--- config.mk ---
export PLATFORM = sky130hd
export DESIGN_NAME = cpu_branch_predictor_flat
export DESIGN_NICKNAME = d
export VERILOG_FILES = /design/src/rtl/cpu_branch_predictor_if.sv /design/src/rtl/cpu_branch_predictor.sv /design/src/flat_wrapper.sv
export SDC_FILE = /design/constraint.sdc
export NUM_CORES = 1
export LEC_CHECK = 0
export BUFFER_PORTS_ARGS = -buffer_cell sky130_fd_sc_hd__buf_2
export CORE_MARGIN = 2
export CORE_UTILIZATION = 25
export DETAILED_ROUTE_END_ITERATION = 8
export PLACE_DENSITY = 0.39
export SLEW_MARGIN = 0
export SYNTH_ARGS = -nofsm -noshare
export SYNTH_HDL_FRONTEND = slang
export SYNTH_SLANG_ARGS = --single-unit
--- constraint.sdc ---
create_clock -name clk -period 5.85 [get_ports clk]
set_input_delay 1.17 -clock clk [delete_from_list [all_inputs] [get_ports clk]]
set_output_delay 1.17 -clock clk [all_outputs]
set_load 0.1 [all_outputs]
--- src/rtl/cpu_branch_predictor_if.sv ---
// Fetch lookup and execute update bundle for cpu_branch_predictor.
// master: fetch/execute side driving the PC and resolved outcomes.
// slave : the predictor answering lookups and absorbing updates.
interface cpu_branch_predictor_if #(
    parameter int XLEN = 32
);
    logic [XLEN-1:0] f_pc;
    logic            f_pred_taken;
    logic            f_target_hit;
    logic [XLEN-1:0] f_target_addr;
    logic            upd_valid;
    logic [XLEN-1:0] upd_pc;
    logic            upd_is_branch;
    logic            upd_is_jump;
    logic            upd_taken;
    logic [XLEN-1:0] upd_target;

    modport master (
        output f_pc,
        input  f_pred_taken, f_target_hit, f_target_addr,
        output upd_valid, upd_pc, upd_is_branch, upd_is_jump, upd_taken, upd_target
    );

    modport slave (
        input  f_pc,
        output f_pred_taken, f_target_hit, f_target_addr,
        input  upd_valid, upd_pc, upd_is_branch, upd_is_jump, upd_taken, upd_target
    );
endinterface

--- src/rtl/cpu_branch_predictor.sv ---
// Fetch-side branch predictor: direct-mapped BTB with 2-bit bimodal counters.
// Lookup is combinational; updates from execute commit on the rising clock edge.
// Optional macro BRANCH_PRED_BYPASS_EN: forward a same-cycle update to the
// same index into the lookup so fetch sees the post-update entry immediately.
module cpu_branch_predictor #(
    parameter int XLEN    = 32,
    parameter int ENTRIES = 16,
    parameter int TAG_W   = 8
) (
    input  logic                 clk,
    input  logic                 rst,
    cpu_branch_predictor_if.slave bp
);
    localparam int IDX_W = $clog2(ENTRIES);

    logic              r_valid   [ENTRIES];
    logic [TAG_W-1:0]  r_tag     [ENTRIES];
    logic [XLEN-1:0]   r_target  [ENTRIES];
    logic              r_is_jump [ENTRIES];
    logic [1:0]        r_ctr     [ENTRIES];

    logic [IDX_W-1:0]  w_f_idx;
    logic [TAG_W-1:0]  w_f_tag;
    logic [IDX_W-1:0]  w_u_idx;
    logic [TAG_W-1:0]  w_u_tag;
    logic              w_u_hit;
    logic              w_wr;
    logic              w_n_valid;
    logic [TAG_W-1:0]  w_n_tag;
    logic [XLEN-1:0]   w_n_target;
    logic              w_n_is_jump;
    logic [1:0]        w_n_ctr;
    logic              w_l_valid;
    logic [TAG_W-1:0]  w_l_tag;
    logic [XLEN-1:0]   w_l_target;
    logic              w_l_is_jump;
    logic [1:0]        w_l_ctr;
    logic              w_hit;
    logic              w_unused_bits;

    // Saturating 2-bit bimodal counter step
    function automatic logic [1:0] f_ctr_next(input logic [1:0] ctr, input logic taken);
        if (taken) begin
            return (ctr == 2'b11) ? 2'b11 : ctr + 2'd1;
        end
        return (ctr == 2'b00) ? 2'b00 : ctr - 2'd1;
    endfunction

    assign w_f_idx = bp.f_pc[IDX_W+1:2];
    assign w_f_tag = bp.f_pc[IDX_W+2+TAG_W-1:IDX_W+2];
    assign w_u_idx = bp.upd_pc[IDX_W+1:2];
    assign w_u_tag = bp.upd_pc[IDX_W+2+TAG_W-1:IDX_W+2];
    assign w_u_hit = r_valid[w_u_idx] && (r_tag[w_u_idx] == w_u_tag);

    // PC bits outside index/tag (alignment and high bits) are intentionally ignored
    assign w_unused_bits = ^{bp.f_pc, bp.upd_pc};

    // Next contents of the entry addressed by the update port
    always_comb begin
        w_wr        = 1'b0;
        w_n_valid   = r_valid[w_u_idx];
        w_n_tag     = r_tag[w_u_idx];
        w_n_target  = r_target[w_u_idx];
        w_n_is_jump = r_is_jump[w_u_idx];
        w_n_ctr     = r_ctr[w_u_idx];
        if (bp.upd_valid) begin
            if (bp.upd_is_jump) begin
                // Jumps are always taken: (re)install as strongly taken
                w_wr        = 1'b1;
                w_n_valid   = 1'b1;
                w_n_tag     = w_u_tag;
                w_n_target  = bp.upd_target;
                w_n_is_jump = 1'b1;
                w_n_ctr     = 2'b11;
            end else if (bp.upd_is_branch) begin
                if (w_u_hit) begin
                    w_wr        = 1'b1;
                    w_n_is_jump = 1'b0;
                    w_n_ctr     = f_ctr_next(r_ctr[w_u_idx], bp.upd_taken);
                    if (bp.upd_taken) begin
                        w_n_target = bp.upd_target;
                    end
                end else if (bp.upd_taken) begin
                    // Allocate on taken miss, evicting any aliased entry
                    w_wr        = 1'b1;
                    w_n_valid   = 1'b1;
                    w_n_tag     = w_u_tag;
                    w_n_target  = bp.upd_target;
                    w_n_is_jump = 1'b0;
                    w_n_ctr     = 2'b10;
                end
            end
        end
    end

    // Lookup of the fetch PC, optionally forwarding a same-index update
    always_comb begin
        w_l_valid   = r_valid[w_f_idx];
        w_l_tag     = r_tag[w_f_idx];
        w_l_target  = r_target[w_f_idx];
        w_l_is_jump = r_is_jump[w_f_idx];
        w_l_ctr     = r_ctr[w_f_idx];
`ifdef BRANCH_PRED_BYPASS_EN
        if (w_wr && (w_u_idx == w_f_idx)) begin
            w_l_valid   = w_n_valid;
            w_l_tag     = w_n_tag;
            w_l_target  = w_n_target;
            w_l_is_jump = w_n_is_jump;
            w_l_ctr     = w_n_ctr;
        end
`endif
        w_hit = !rst && w_l_valid && (w_l_tag == w_f_tag);
    end

    assign bp.f_target_hit  = w_hit;
    assign bp.f_pred_taken  = w_hit && (w_l_is_jump || w_l_ctr[1]);
    assign bp.f_target_addr = w_hit ? w_l_target : '0;

    // Table state: reset clears every entry in one cycle and wins over updates
    always_ff @(posedge clk) begin
        if (rst) begin
            for (int i = 0; i < ENTRIES; i++) begin
                r_valid[i]   <= 1'b0;
                r_tag[i]     <= '0;
                r_target[i]  <= '0;
                r_is_jump[i] <= 1'b0;
                r_ctr[i]     <= 2'b01;
            end
        end else if (w_wr) begin
            r_valid[w_u_idx]   <= w_n_valid;
            r_tag[w_u_idx]     <= w_n_tag;
            r_target[w_u_idx]  <= w_n_target;
            r_is_jump[w_u_idx] <= w_n_is_jump;
            r_ctr[w_u_idx]     <= w_n_ctr;
        end
    end
endmodule

--- src/flat_wrapper.sv ---
// flat-port wrapper written by rule: the top's interface ports become plain ports
module cpu_branch_predictor_flat 
#(
    parameter int XLEN    = 32,
    parameter int ENTRIES = 16,
    parameter int TAG_W   = 8
)
  (clk, rst, bp_f_pc, bp_f_pred_taken, bp_f_target_hit, bp_f_target_addr, bp_upd_valid, bp_upd_pc, bp_upd_is_branch, bp_upd_is_jump, bp_upd_taken, bp_upd_target);
  cpu_branch_predictor_if #(.XLEN(XLEN)) bp_i ();
  input  logic clk;
  input  logic rst;
  input wire logic [$bits(bp_i.f_pc)-1:0] bp_f_pc;
  output wire logic [$bits(bp_i.f_pred_taken)-1:0] bp_f_pred_taken;
  output wire logic [$bits(bp_i.f_target_hit)-1:0] bp_f_target_hit;
  output wire logic [$bits(bp_i.f_target_addr)-1:0] bp_f_target_addr;
  input wire logic [$bits(bp_i.upd_valid)-1:0] bp_upd_valid;
  input wire logic [$bits(bp_i.upd_pc)-1:0] bp_upd_pc;
  input wire logic [$bits(bp_i.upd_is_branch)-1:0] bp_upd_is_branch;
  input wire logic [$bits(bp_i.upd_is_jump)-1:0] bp_upd_is_jump;
  input wire logic [$bits(bp_i.upd_taken)-1:0] bp_upd_taken;
  input wire logic [$bits(bp_i.upd_target)-1:0] bp_upd_target;
  assign bp_i.f_pc = bp_f_pc;
  assign bp_f_pred_taken = bp_i.f_pred_taken;
  assign bp_f_target_hit = bp_i.f_target_hit;
  assign bp_f_target_addr = bp_i.f_target_addr;
  assign bp_i.upd_valid = bp_upd_valid;
  assign bp_i.upd_pc = bp_upd_pc;
  assign bp_i.upd_is_branch = bp_upd_is_branch;
  assign bp_i.upd_is_jump = bp_upd_is_jump;
  assign bp_i.upd_taken = bp_upd_taken;
  assign bp_i.upd_target = bp_upd_target;
  cpu_branch_predictor #(.XLEN(XLEN), .ENTRIES(ENTRIES), .TAG_W(TAG_W)) u_core (.clk(clk), .rst(rst), .bp(bp_i));
endmodule
Word level (Yosys, flattened, before mapping) --
Memories as Yosys holds them, arrays and structs flattened. Cells that the tools add are included.
Operators by class: reduce and logical (&&, ||, !) cells 14, add/subtract/negate cells 2, equality and inequality tests 9, multiplexer cells 58
Operators with widths (number):
- $mux W32 | 6
- $mux W8 | 6
- $reduce_or A32 Y1 | 1
- $mux W1 | 31
- $mux W2 | 10
- $mux W4 | 5
- $eq A8 B8 Y1 | 2
- $reduce_and A4 Y1 | 2
- $reduce_or A8 Y1 | 1
- $ne A3 B3 Y1 const B | 2
- $ne A5 B5 Y1 const B | 1
- $logic_and A1 B1 Y1 | 4
- $ne A4 B4 Y1 const B | 1
- $add A2 B1 Y2 const B | 1
- $eq A2 B2 Y1 const B | 1
- $logic_not A2 Y1 | 1
- $ne A1 B1 Y1 const B | 2
- $reduce_or A1 Y1 | 2
- $reduce_or A2 Y1 | 1
- $sub A2 B1 Y2 const B | 1
- $logic_not A1 Y1 | 1
- $logic_or A1 B1 Y1 | 1
Word-level totals: memory bits (writable) 704, output and inout bits 34, memories kept 5, flip-flop bits (word level) 0, word-level logic and storage cells 88, input bits 102
Memories:
- u_core.r_target | depth 16, width 32, rd ports 1, clocked after memory_dff 0, wr ports 16, line cpu_branch_predictor.sv:18 | logic [XLEN-1:0] r_target [ENTRIES];
- u_core.r_tag | depth 16, width 8, rd ports 2, clocked after memory_dff 0, wr ports 16, line cpu_branch_predictor.sv:17 | logic [TAG_W-1:0] r_tag [ENTRIES];
- u_core.r_ctr | depth 16, width 2, rd ports 2, clocked after memory_dff 0, wr ports 16, line cpu_branch_predictor.sv:20 | logic [1:0] r_ctr [ENTRIES];
- u_core.r_is_jump | depth 16, width 1, rd ports 1, clocked after memory_dff 0, wr ports 16, line cpu_branch_predictor.sv:19 | logic r_is_jump [ENTRIES];
- u_core.r_valid | depth 16, width 1, rd ports 2, clocked after memory_dff 0, wr ports 16, line cpu_branch_predictor.sv:16 | logic r_valid [ENTRIES];

Logic depth before layout (Yosys ltp) --
Gate-level depths: netlist (run 1). An unclocked memory read counts as a cell.
word-level depth 13, mapped depth 14, mapped depth without buffers 9

Worst setup path before layout (run 1) --
Ideal clock, no wire load.
path kind input-to-output, start in bp_f_pc[2], end out bp_f_pred_taken, arrival time 5078 ps, path buffers 3, stages on the path 9, required time 4680 ps, setup slack -398 ps, cells stage by stage clkbuf_1 > buf_1 > mux4_2 > mux4_2 > xor2_1 > nor4_2 > clkbuf_1 > nand2_1 > nor2_1
On the way: cells in the longest elaborated chain, start to end 4, elaborated cells between the ends (all ways) 9, those cells by class 1 x eq/ne; 4 x reduce/logical; 4 x memory
Ends and longest elaborated chain:
- start, declared | line flat_wrapper.sv:12 | input wire logic [$bits(bp_i.f_pc)-1:0] bp_f_pc;
- $mem_v2 Z16 W8 or $mem_v2 Z16 W1 (tied branches)
- $eq A8 B8 Y1 or $logic_and A1 B1 Y1 (tied branches) | line cpu_branch_predictor.sv:112 | w_hit = !rst && w_l_valid && (w_l_tag == w_f_tag);
- $logic_and A1 B1 Y1 | line cpu_branch_predictor.sv:112
- $logic_and A1 B1 Y1 (*) | line cpu_branch_predictor.sv:116 | assign bp.f_pred_taken = w_hit && (w_l_is_jump || w_l_ctr[1]);
- end, declared | line flat_wrapper.sv:13 | output wire logic [$bits(bp_i.f_pred_taken)-1:0] bp_f_pred_taken;
Mark *: on every way between the ends. The rest lies on a longest branch, timed or not.

Final worst setup path (run 1) --
Same ends and word-level chain as after synthesis.

==> metrics.txt, run 1 <==
FFs w/ async S/R, synth=0%; Area contributors post-synth=edfxtp_1 (63%), mux4_2 (16%), and2_1 (9.6%); gr ovfl total=0; clock root cell=clkbuf_16; Max Clock Skew=0.0133 ns; area delta synth->final=17.9%; Detail Route Antenna Nets=0; Skew-Pair Late Insertion Delay=0.67 ns; top-count cell post-synth=edfxtp_1; fin crit share=95.5%; Placer Congestion=0.761; run status=finished, final reports clean; power per cell area=299 mW/mm^2; Seq pwr share=49.6%; Post-route DRC=0; Hold Buf Count CTS=0; crit-path max FO=24; post-synthesis sequential area ratio=62.9%; RSZ-0062 raised after global routing=false; Rows=134; leakage power=0.0137 uW; final hold violations=0; maximum vdd drop=201 uV; number of port buffers=95; io pins=136; CTS tree=done; first-pass GRT wire length=155000 um; synthesized area=0.0336 mm^2; clock sink count=704; Clock Path Buffers=3; area leader, netlist=edfxtp_1; vias in the first global route=20500; post-layout util=29.7%; Final TNS setup=0 ns; maximum capacitance violations=0; slew of the pin with the lowest slew margin=1.12 ns; Synth Instances=2150; global route hottest layer=met2; TritonCTS Buffers=83; Final min period=5.59 ns; met2 Usage GRT=27.2%; DP Wirelength=64200 um; Comb power frac=9.2%; Post-CTS Setup Bufs=0; Worst Hold Class=in2reg; fmax=179 MHz; H-tree depth=3; ys flop type=edfxtp_1; CP max stage cell=mux4_2; GRT met1 Usage=20.9%; max incr delay on CP=0.54 ns; Max-slew headroom=24.9%; Worst setup EP type=output pin; Wirelength per Cell=26.6 um; Clk pwr share=41.2%; Die H=371 um; DRT Pass-1 Iters=7; number of enable flip-flop cells after synthesis=704; Worst EP arrival=4.42 ns; register-to-register setup slack=2.33 ns; Syn Nets=2252; Final nets=2357; P_sw=2880 uW; Int Pwr=8980 uW; Yosys warning count=0; final WL=109000 um; clk slew on worst S/H paths=0.05 ns; Starting Density=25.2%; switching share of power=24.3%; die area=0.137 mm^2; Synth top area share=62.9%; area of the core=0.133 mm^2; syn_area_per_cell=15.6 um^2; crit path kind=in2out; #FFs+latches synth=704; Unique masters post-synth=49; CP Cell Sequence=buf_8, mux4_2, mux4_2, xnor2_1, nand4_1, nor4_4, buf_12, nand2_1, nor2_2, buf_12; met3 usage=2.70%; chip width=371 um; CP Data Required Time=4.68 ns; DR vias=19100; Tot GR Track Use=15.9%; layout cells sized above 1=28.2%; DRT iter0 DRCs=1762; vias per cell=4.67; Setup crit start kind=primary input; most frequent cells after synthesis=edfxtp_1 (704), and2_1 (515), mux4_2 (243); fin. max-slew vios=0; Final setup viols=0; initial antenna violation count=25; CTS resizes=0; largest net degree at the start of global routing=75
## power by group through the flow
stage	registers [uW]	clock network (uW)	logic (uW)
final	5880	4890	1090
after detailed placement	5990	0	1120
after global routing	5900	5220	1160
after CTS	5880	5040	1120
after global placement	5970	0	1110
after floorplan	5950	0	674
## layout make-up
| cell class | count | area, um^2 |
|---|---|---|
| multi-input cells | 1230 | 11600 |
| inverters | 21 | 78.8 |
| clock buffers | 100 | 2140 |
| clock inverters | 46 | 369 |
| flip-flops and latches | 704 | 21100 |
| diodes | 5 | 12.5 |
| fillers | 13400 | 93800 |
| repair buffers | 215 | 2040 |
| well taps | 1768 | 2210 |
## layer usage
metal,routed length (um),vias to the layer above
met5,69,-
met2,54000,530
met4,2150,10
met1,47100,10100
li1,-,8260
met3,5510,146
## cell families after synthesis
| family | after synthesis | synth area share [%] |
|---|---|---|
| AND/OR/NAND/NOR | 888 | 15.3 |
| XOR/XNOR | 12 | 0.313 |
| multiplexers | 274 | 17.3 |
| buffers and inverters | 216 | 2.78 |
| flip-flops | 704 | 62.9 |
| AO/OA/AOI/OAI | 56 | 1.45 |
## registers in the layout, summed over array words and instances (netlist names)
name,cells
u_core.r_ctr,32
u_core.r_is_jump,16
u_core.r_tag,128
u_core.r_target,512
u_core.r_valid,16
## per-stage QoR
| step | cell area (um^2) | hold WS, ns | setup WS (ns) | cells | power [uW] |
|---|---|---|---|---|---|
| 4_1_cts | 39600 | 0.871 | 0.215 | 4084 | 12000 |
| 3_3_place_gp | 37100 | 1.37 | 0.201 | 3938 | 7090 |
| 3_5_place_dp | 37100 | 1.39 | 0.226 | 3938 | 7110 |
| 5_1_grt | 39600 | 0.929 | 0.134 | 4086 | 12300 |
| 6_report | 39600 | 0.937 | 0.265 | 4089 | 11900 |
| 2_1_floorplan | 33600 | 1.12 | 0.0491 | 2150 | 6620 |
## final timing paths
check / startpoint / to / cells past startpoint
max reg2reg: u_core.r_tag[15][3] / u_core.r_tag[10][6] / 8
min: bp_upd_target[28] / u_core.r_target[10][28] / 2
max: bp_f_pc[2] / bp_f_pred_taken / 10
min reg2reg: u_core.r_tag[6][2] / u_core.r_tag[1][2] / 8
## layout by cell type, fill, tap and decap left out, types with 7 or more instances in the layout
cell type  synthesis  routed
clkbuf_1         128      17
xnor2_1           10       9
nor3_1            20       8
or2_2             18      18
and3_1            34      34
mux2i_1           27      27
and2_1           515     515
buf_4              3     112
nand4_2            9       9
a211oi_1           7       7
clkbuf_16          0      83
nor2_4             6      10
nand2_1           35      35
inv_1             20      20
nand4_1            8       8
buf_2             43      57
nand2b_1          36      36
nor2_2            25      26
a22oi_1            9       9
nor2_1           157     152
clkinv_1           0      24
a21oi_1           14      14
buf_12             0      44
clkinv_2           0      12
edfxtp_1         704     704
mux4_2           243     243
nor3_2             0      12
nor2b_1            7       7
## critical path, delay by kind of cell
family / cells / cell delay, ns
multiplexers: 2 / 1.04
AND/OR/NAND/NOR: 4 / 1.31
buffers and inverters: 3 / 0.64
XOR/XNOR: 1 / 0.21
Note: power is estimated with default switching activity, not from simulation.
==> run 2: changes to the inputs <==
--- a/config.mk
+++ b/config.mk
@@ -10,6 +10,7 @@
 export CORE_UTILIZATION = 25
 export DETAILED_ROUTE_END_ITERATION = 8
 export PLACE_DENSITY = 0.39
+export RECOVER_POWER = 50
 export SLEW_MARGIN = 0
 export SYNTH_ARGS = -nofsm -noshare
 export SYNTH_HDL_FRONTEND = slang
==> run 2 against run 1 <==
Combinational power barely moved. Sequential power barely moved. Critical path depth is the same. Clock power hardly changed. Largest cell class unchanged. Via count down 0.20%. Global-route usage unchanged. Final cell count about the same. The flow now finishes with violations (max-capacitance violations, max-slew violations).
==> metrics.txt, run 2 (synthesis gave the netlist of run 1 again) <==
vias per cell=4.66 (-0.23%); Rows=134 (unchanged); CP Data Required Time=4.68 ns (about the same); final WL=109000 um (about the same); largest net degree at the start of global routing=75 (unchanged); most flop-heavy register=u_core.r_target; CTS resizes=0 (unchanged); RSZ-0062 raised after global routing=false; Max Clock Skew=0.0168 ns (+0.00357 ns); Starting Density=25.2% (unchanged); Clock Path Buffers=3 (unchanged); Skew-Pair Late Insertion Delay=0.68 ns (about the same); Final min period=5.60 ns (+0.0195 ns); vias in the first global route=20500 (unchanged); layout cells sized above 1=27.0% (-1.2 points); Worst EP arrival=4.43 ns (about the same); fin crit share=95.8% (+0.33 points); gr ovfl total=0 (unchanged); max incr delay on CP=0.53 ns (about the same); CTS tree=done; die area=0.137 mm^2 (unchanged); post-route setup slack=0.245 ns (-0.0195 ns); Final nets=2357 (unchanged); DP Wirelength=64200 um (unchanged); io pins=136 (unchanged); maximum vdd drop=200 uV (-0.31%); power per cell area=300 mW/mm^2 (+0.36%); Wirelength per Cell=26.6 um (about the same); crit path kind=in2out; Detail Route Antenna Nets=0 (unchanged); Worst Hold Class=in2reg; fin. max-slew vios=94 (+94); most frequent cells in the layout=edfxtp_1 (704), and2_1 (324), mux4_2 (243), and2_0 (191), nor2_1 (153); cell family with most CP delay=simple AND/OR/NAND/NOR gates; CP Cell Sequence=buf_8, mux4_2, mux4_2, xnor2_1, nand4_1, nor4_4, buf_12, nand2_1, nor2_2, buf_12; Hold Buf Count CTS=0 (unchanged); Die H=371 um (unchanged); initial antenna violation count=23 (-8.0%); run status=finished with violations; fmax=178 MHz (-0.35%); number of port buffers=95 (unchanged); DRT Pass-1 Iters=5 (-2); area delta synth->final=17.4%; Buf+Inv Stages, Crit Path=3 (unchanged); slew of the pin with the lowest slew margin=2.31 ns (+1.19 ns); post-layout util=29.6% (-0.12 points); most common library cell in the layout ignoring fill and taps=edfxtp_1; chip width=371 um (unchanged); Post-CTS Setup Bufs=0 (unchanged); crit-path max FO=24 (unchanged); Setup crit start kind=primary input; clk slew on worst S/H paths=0.06 ns (about the same); DP Worst Slack=0.226 ns (unchanged); top flop regs=u_core.r_target (512), u_core.r_tag (128), u_core.r_ctr (32); maximum capacitance violations=4 (+4); Post-route DRC=0 (unchanged); area of the core=0.133 mm^2 (unchanged); failing checks=max-capacitance violations, max-slew violations; Placer Congestion=0.761 (unchanged); Largest register FFs=512 (unchanged); H-tree depth=3 (unchanged); clock sink count=704 (unchanged); DR vias=19000 (-0.20%); Worst setup EP type=output pin; clock root cell=clkbuf_16; Final TNS setup=0 ns (unchanged); final hold violations=0 (unchanged); Final setup viols=0 (unchanged); first-pass GRT wire length=155000 um (unchanged); DRT iter0 DRCs=1686 (-4.3%); CP max stage cell=mux4_2; TritonCTS Buffers=83 (unchanged); leakage power=0.0134 uW (-1.9%); Max-slew headroom=-54.3% (-79 points); Tot GR Track Use=15.9% (unchanged)
==> run 2: cell count changes in the layout (fill, tap and decap cells not counted), moves of 2 or more <==
cell / previous run / this run
or2_1: 0 / 3
buf_12: 44 / 41
or2_0: 0 / 10
clkbuf_2: 0 / 21
nor3_1: 8 / 20
nor3_2: 12 / 0
clkbuf_1: 17 / 19
or2_2: 18 / 5
buf_4: 112 / 93
and2_0: 0 / 191
and2_1: 515 / 324
==> run 2: stage by stage <==
stage               total power (uW)  std cells  instance area (um^2)  hold WS (ns)
floorplan                       6620       2150                 33600          1.12
global placement                7090       3938                 37100          1.37
detailed placement              7110       3938                 37100          1.39
CTS                            12000       4084                 39600         0.871
global route                   12300       4086                 39500         0.933
finish                         11900       4090                 39500         0.934
==> run 2: layer usage <==
| metal | global-route usage [%] | wire length, um |
|---|---|---|
| met4 | 4.19 | 2260 |
| met1 | 20.9 | 46700 |
| met2 | 27.2 | 53900 |
| met3 | 2.70 | 5820 |
| met5 | 0 | 69 |
==> run 2: area by class of cell <==
class                           instances  area [um^2]
Antenna cell                            6         15.0
Clock buffer                          100         2140
Clock inverter                         46          369
Fill cell                           13400        94000
Inverter                               21         78.8
Multi-Input combinational cell       1230        11600
Sequential cell                       704        21100
Tap cell                             1768         2210
Timing Repair Buffer                  215         1940
==> run 2: worst paths after layout <==
| path | from | to | slack (ns) | depth (start not counted) |
|---|---|---|---|---|
| setup / recovery | bp_f_pc[2] | bp_f_pred_taken | 0.25 | 10 |
| hold reg to reg | u_core.r_tag[6][2] | u_core.r_tag[1][2] | 1.39 | 8 |
| hold / removal | bp_upd_target[26] | u_core.r_target[7][26] | 0.93 | 2 |
| setup reg to reg | u_core.r_tag[15][3] | u_core.r_tag[10][6] | 2.31 | 8 |
==> run 2: power breakdown <==
group	switching [uW]	leakage (uW)	internal, uW	total, uW
combinational	654	0.00538	427	1080
sequential	78.6	0.00682	5810	5880
clock	2150	0.00122	2740	4890
total	2880	0.0134	8980	11900
